`src/rtl/fetch_pkg.sv`:
```
// Shared definitions for the instruction fetch stage: default widths,
// the HALT opcode and the fetch FSM state encoding.
package fetch_pkg;

    localparam int DEF_ADDR_W  = 8;
    localparam int DEF_INSTR_W = 16;

    localparam logic [3:0] OPC_HALT = 4'hF;

    typedef enum logic [1:0] {
        IDLE   = 2'd0,
        REQ    = 2'd1,
        HOLD   = 2'd2,
        HALTED = 2'd3
    } fetch_state_t;

    function automatic logic is_halt(input logic [3:0] opcode);
        return opcode == OPC_HALT;
    endfunction

endpackage

```
`src/rtl/fetch_unit.sv`:
```
// Instruction fetch stage: requests the word at PC, holds it for decode
// behind a valid/ready handshake and steers the PC register via Next_PC.
module fetch_unit
    import fetch_pkg::*;
#(
    parameter int ADDR_W  = DEF_ADDR_W,
    parameter int INSTR_W = DEF_INSTR_W
) (
    input  logic               Clk,
    input  logic               Clear_n,
    input  logic [ADDR_W-1:0]  PC,
    output logic [ADDR_W-1:0]  Next_PC,
    output logic               Mem_Req,
    output logic [ADDR_W-1:0]  Mem_Addr,
    input  logic               Mem_Ack,
    input  logic [INSTR_W-1:0] Mem_Data,
    output logic [INSTR_W-1:0] Instr,
    output logic               Instr_Valid,
    input  logic               Instr_Ready,
    input  logic               Branch_Taken,
    input  logic [ADDR_W-1:0]  Branch_Target,
    output logic               Halted
);

    fetch_state_t       state_q, state_d;
    logic [INSTR_W-1:0] instr_q;
    logic               instr_valid_q, instr_valid_d;
    logic               halted_q;
    logic               load_instr;
    logic               mem_req_c;
    logic [ADDR_W-1:0]  next_pc_c;
    logic               redirect;

    // A branch redirects from any live state; once halted only reset exits.
    assign redirect = Branch_Taken && (state_q != HALTED);

    // NOTE: every signal gets a default before the case so no path leaves
    // it unassigned; otherwise synthesis infers a latch.
    always_comb begin
        state_d       = state_q;
        instr_valid_d = instr_valid_q;
        load_instr    = 1'b0;
        mem_req_c     = 1'b0;
        next_pc_c     = PC;

        case (state_q)
            IDLE: begin
                state_d = REQ;
            end
            REQ: begin
                mem_req_c = 1'b1;
                if (Mem_Ack) begin
                    load_instr    = 1'b1;
                    instr_valid_d = 1'b1;
                    next_pc_c     = PC + ADDR_W'(1);
                    state_d       = HOLD;
                end
            end
            HOLD: begin
                if (instr_valid_q && Instr_Ready) begin
                    instr_valid_d = 1'b0;
                    state_d       = is_halt(instr_q[INSTR_W-1 -: 4]) ? HALTED : REQ;
                end
            end
            HALTED: begin
                instr_valid_d = 1'b0;
            end
            default: begin
                state_d       = IDLE;
                instr_valid_d = 1'b0;
            end
        endcase

        // The redirect withdraws any outstanding request and discards a
        // same-cycle ack; a same-cycle transfer is consumed but cannot halt.
        if (redirect) begin
            state_d       = REQ;
            next_pc_c     = Branch_Target;
            instr_valid_d = 1'b0;
            load_instr    = 1'b0;
            mem_req_c     = 1'b0;
        end
    end

    // NOTE: sequential state uses non-blocking assignments so every flop
    // samples pre-edge values regardless of statement order.
    always_ff @(posedge Clk or negedge Clear_n) begin
        if (!Clear_n) begin
            state_q       <= IDLE;
            instr_q       <= '0;
            instr_valid_q <= 1'b0;
            halted_q      <= 1'b0;
        end else begin
            state_q       <= state_d;
            instr_valid_q <= instr_valid_d;
            halted_q      <= (state_d == HALTED);
            if (load_instr) begin
                instr_q <= Mem_Data;
            end
        end
    end

    assign Mem_Req     = mem_req_c;
    assign Mem_Addr    = PC;
    assign Next_PC     = next_pc_c;
    assign Instr       = instr_q;
    assign Instr_Valid = instr_valid_q;
    assign Halted      = halted_q;

endmodule

```
`config.mk`:
```
export PLATFORM = sky130hd
export DESIGN_NAME = fetch_unit
export DESIGN_NICKNAME = d
export VERILOG_FILES = /design/src/rtl/fetch_pkg.sv /design/src/rtl/fetch_unit.sv
export SDC_FILE = /design/constraint.sdc
export NUM_CORES = 1
export LEC_CHECK = 0
export ABC_AREA = 0
export ABC_CLOCK_PERIOD_IN_PS = 3600
export CAP_MARGIN = 20
export CORE_ASPECT_RATIO = 1.1
export CORE_MARGIN = 4
export CORE_UTILIZATION = 40
export DETAILED_ROUTE_END_ITERATION = 10
export GPL_ROUTABILITY_DRIVEN = 0
export GPL_TIMING_DRIVEN = 1
export PLACE_DENSITY = 0.85
export SYNTH_ARGS = -nofsm -noshare
export SYNTH_HDL_FRONTEND = slang
export SYNTH_SLANG_ARGS = --single-unit
```
`constraint.sdc`:
```
create_clock -name Clk -period 3.6 [get_ports Clk]
set_input_delay 0.54 -clock Clk [delete_from_list [all_inputs] [get_ports Clk]]
set_output_delay 0.54 -clock Clk [all_outputs]
set_load 0.02 [all_outputs]
```
==> flow_metrics.py <==
metrics = {
    "clock_tree": {
        "cts_buffer_depth": 2,
        "cts_hold_buf": 0,
        "clk_latency_ps": 300,
        "cts_made_buffers": 3,
        "cts_num_sinks": 20,
        "cts_tree": "built",
        "post-cts-setup-buffers": 0,
        "root_buffer": "clkbuf_4",
        "clk_pin_slew_worst_paths_ps": 110,
        "htree_levels": 1,
        "cts_resized": 0,
    },
    "logic_synthesis": {
        "yosysMostFrequentCell": "dfrtp_1",
        "avgSynthCellArea_um2": 10.3,
        "synth_xor_area_share_pct": 1.45,
        "ys.flop_type": "dfrtp_1",
        "synth_edf_count": 0,
        "synth_fa_ha_area_share_pct": 5.18,
        "synth-seq-area-share_pct": 41.4,
        "synth_compound_area_share_pct": 11.1,
        "yosysTopAreaCell": "dfrtp_1",
        "synth-seq-cells": 20,
        "synthMuxAreaShare_pct": 15.7,
        "synthTopCellsByCount": "20 x dfrtp_1, 16 x mux2_2, 9 x buf_4",
        "synth_top_area_share_pct": 41.4,
        "synthDistinctLibCells": 30,
        "synth_fp_nets": 159,
        "yosys.area_share.simple_pct": 17.0,
        "syn_inst": 117,
        "synth-warning-count": 0,
        "synth_top_family_by_area": "simple AND/OR/NAND/NOR gates",
        "synth-async-reset-ratio_pct": 100,
        "synthTopCellsByArea": "dfrtp_1 41%, mux2_2 15%, buf_4 5.6%, ha_1 5.2%, o21ai_0 2.9%",
        "syn_area_um2": 1210,
    },
    "worst_setup_path": {
        "r2r_slack_ps": 1660,
        "crit_type": "reg2out",
        "critPathLaunch": "state_q[1]",
        "cp.required_ps": 3060,
        "cp_max_fo": 7,
        "regToRegStartpoint": "state_q[1]",
        "worstSetupStartpointType": "flip-flop",
        "r2r-end": "Instr[7]",
        "end_kind": "primary output",
        "r2r_cells": 5,
        "arrival_ps": 2620,
    },
    "detailed_routing": {
        "dr_wl_met3_um": 454,
        "avgRoutedWirePerCell_um": 14.1,
        "drt_iter0_markers": 57,
        "drtPass1Iterations": 4,
        "ant_nets": 0,
        "drcViolationCount": 0,
        "wl_um": 3030,
        "top_layer_used": "met4",
        "wl_met1_um": 1130,
        "vias": 1131,
        "wl_met2_um": 1390,
        "viasPerCell": 5.29,
    },
    "sta": {
        "worst_slew_pin_slew_ps": 838,
        "fmax_mhz": 317,
        "min_period_over_period_pct": 87.7,
        "finalMaxSlewViolations": 0,
        "skew_ps": 7.44,
        "final_hold_viol_count": 0,
        "setup-violations-final": 0,
        "period_needed_ps": 3160,
        "rsz0062_at_grt": "false",
        "slew_headroom_pct": 44.0,
        "finalSetupTns_ps": 0,
    },
    "global_routing": {
        "grt_overflow": 0,
        "grt_pass1_vias": 1201,
        "antenna_found_initial": 0,
        "grt_pass1_wl_um": 4960,
        "grt_max_degree": 21,
        "grt_usage_pct": 16.1,
    },
    "finish": {
        "final_cells": 214,
        "nNetsFinal": 224,
        "fillCellCount": 229,
        "drive_above_1_share_pct": 13.8,
        "n_antenna_cell": 0,
        "syn_to_final_growth_pct": 58.6,
    },
    "placement": {
        "port_buffers": 71,
        "placedCellCount": 210,
        "hpwl_um": 2450,
    },
    "min_path": {
        "hold_path_depth": 1,
        "hold_path.class": "reg2reg",
        "min_to": "Instr[9]",
        "worstHoldStart": "Instr[9]",
    },
    "floorplan": {
        "start_util_pct": 42.7,
        "dieHeight_um": 65.7,
        "io_pins": 72,
        "fp.dieW_um": 60.4,
        "coreArea_um2": 2830,
        "die_area_um2": 3970,
        "rows": 20,
    },
    "power_and_ir_drop": {
        "power_leakage_nw": 0.772,
        "ir_drop_uv": 517,
        "pwr_density_cell_nw_per_um2": 718,
    },
    "status": {
        "status": "complete, no violations",
    },
    "job": {
        "maxCapViolCount": 0,
    },
}
-- worst max-delay path, stage by stage, from the launching register on --
cell	delay [ps]
dfrtp_1	440
inv_1	100
ha_1	290
nand3_2	180
or4_1	530
a31oi_1	170
clkdlybuf4s50_1	620
-- per-layer routing --
metal / up-vias / GRT usage (%)
li1: 545 / -
met3: 3 / 5.30
met4: 0 / 6.23
met2: 63 / 28.4
met5: - / 0
met1: 520 / 17.3
-- worst max path at each step --
stage                 endpoint  slack (ps)  cells past startpoint
global placement    Next_PC[6]         520                      6
floorplan           Next_PC[5]        1310                      5
global route        Next_PC[7]         240                      6
CTS                 Next_PC[7]         430                      6
finish              Next_PC[7]         440                      6
detailed placement  Next_PC[6]         470                      6
-- per-stage QoR --
stage          area [µm²]  power (mW)  hold WS (ps)  setup WS (ps)  utilization, %
2_1_floorplan        1210       0.883           244           1310               -
3_3_place_gp         1880        1.24           489            520            66.5
3_5_place_dp         1880        1.26           497            465            66.5
4_1_cts              1920        1.39           520            427            67.8
5_1_grt              1920        1.47           541            235            67.8
6_report             1920        1.38           516            443            67.8
-- report_power, final --
part	switching [mW]	internal (mW)	leakage [nW]	total, mW
combinational	0.406	0.432	0.513	0.839
sequential	0.0711	0.338	0.239	0.409
clock	0.0657	0.0618	0.0210	0.127
total	0.543	0.832	0.772	1.38
-- logic make-up (layout without fill, tap and decap cells) --
family          after synthesis  after routing
compound gates               21             21
buf+inv                      15             79
simple gates                 37             37
fa+ha+maj                     5              5
flops                        20             20
mux                          17             17
xor+xnor                      2              2
-- state kept, by name (all words and copies together) (netlist names) --
| signal | cells |
|---|---|
| Halted | 1 |
| Instr | 16 |
| Instr_Valid | 1 |
| state_q | 2 |
-- cell usage in the layout, fill, tap and decap left out, types with 2 or more instances in the layout --
cell	count
o21ai_0	7
nand4_1	3
ha_1	5
nand2_1	8
xor2_1	2
o31ai_1	4
clkbuf_4	3
dfrtp_1	20
nand3_1	4
or4_1	4
clkdlybuf4s50_1	71
nor2b_1	4
inv_1	3
nor2_1	7
mux2_2	16
a31oi_1	5
or3_1	2
-- final cells by class --
cell class | instances | area, µm² | area share, %
Clock buffer | 4 | 36.3 | 1.89
Inverter | 3 | 11.3 | 0.587
Multi-Input combinational cell | 82 | 609 | 31.8
Sequential cell | 20 | 500 | 26.1
Tap cell | 33 | 41.3 | 2.15
Timing Repair Buffer | 72 | 718 | 37.5
Note: power is estimated with default switching activity, not from simulation.
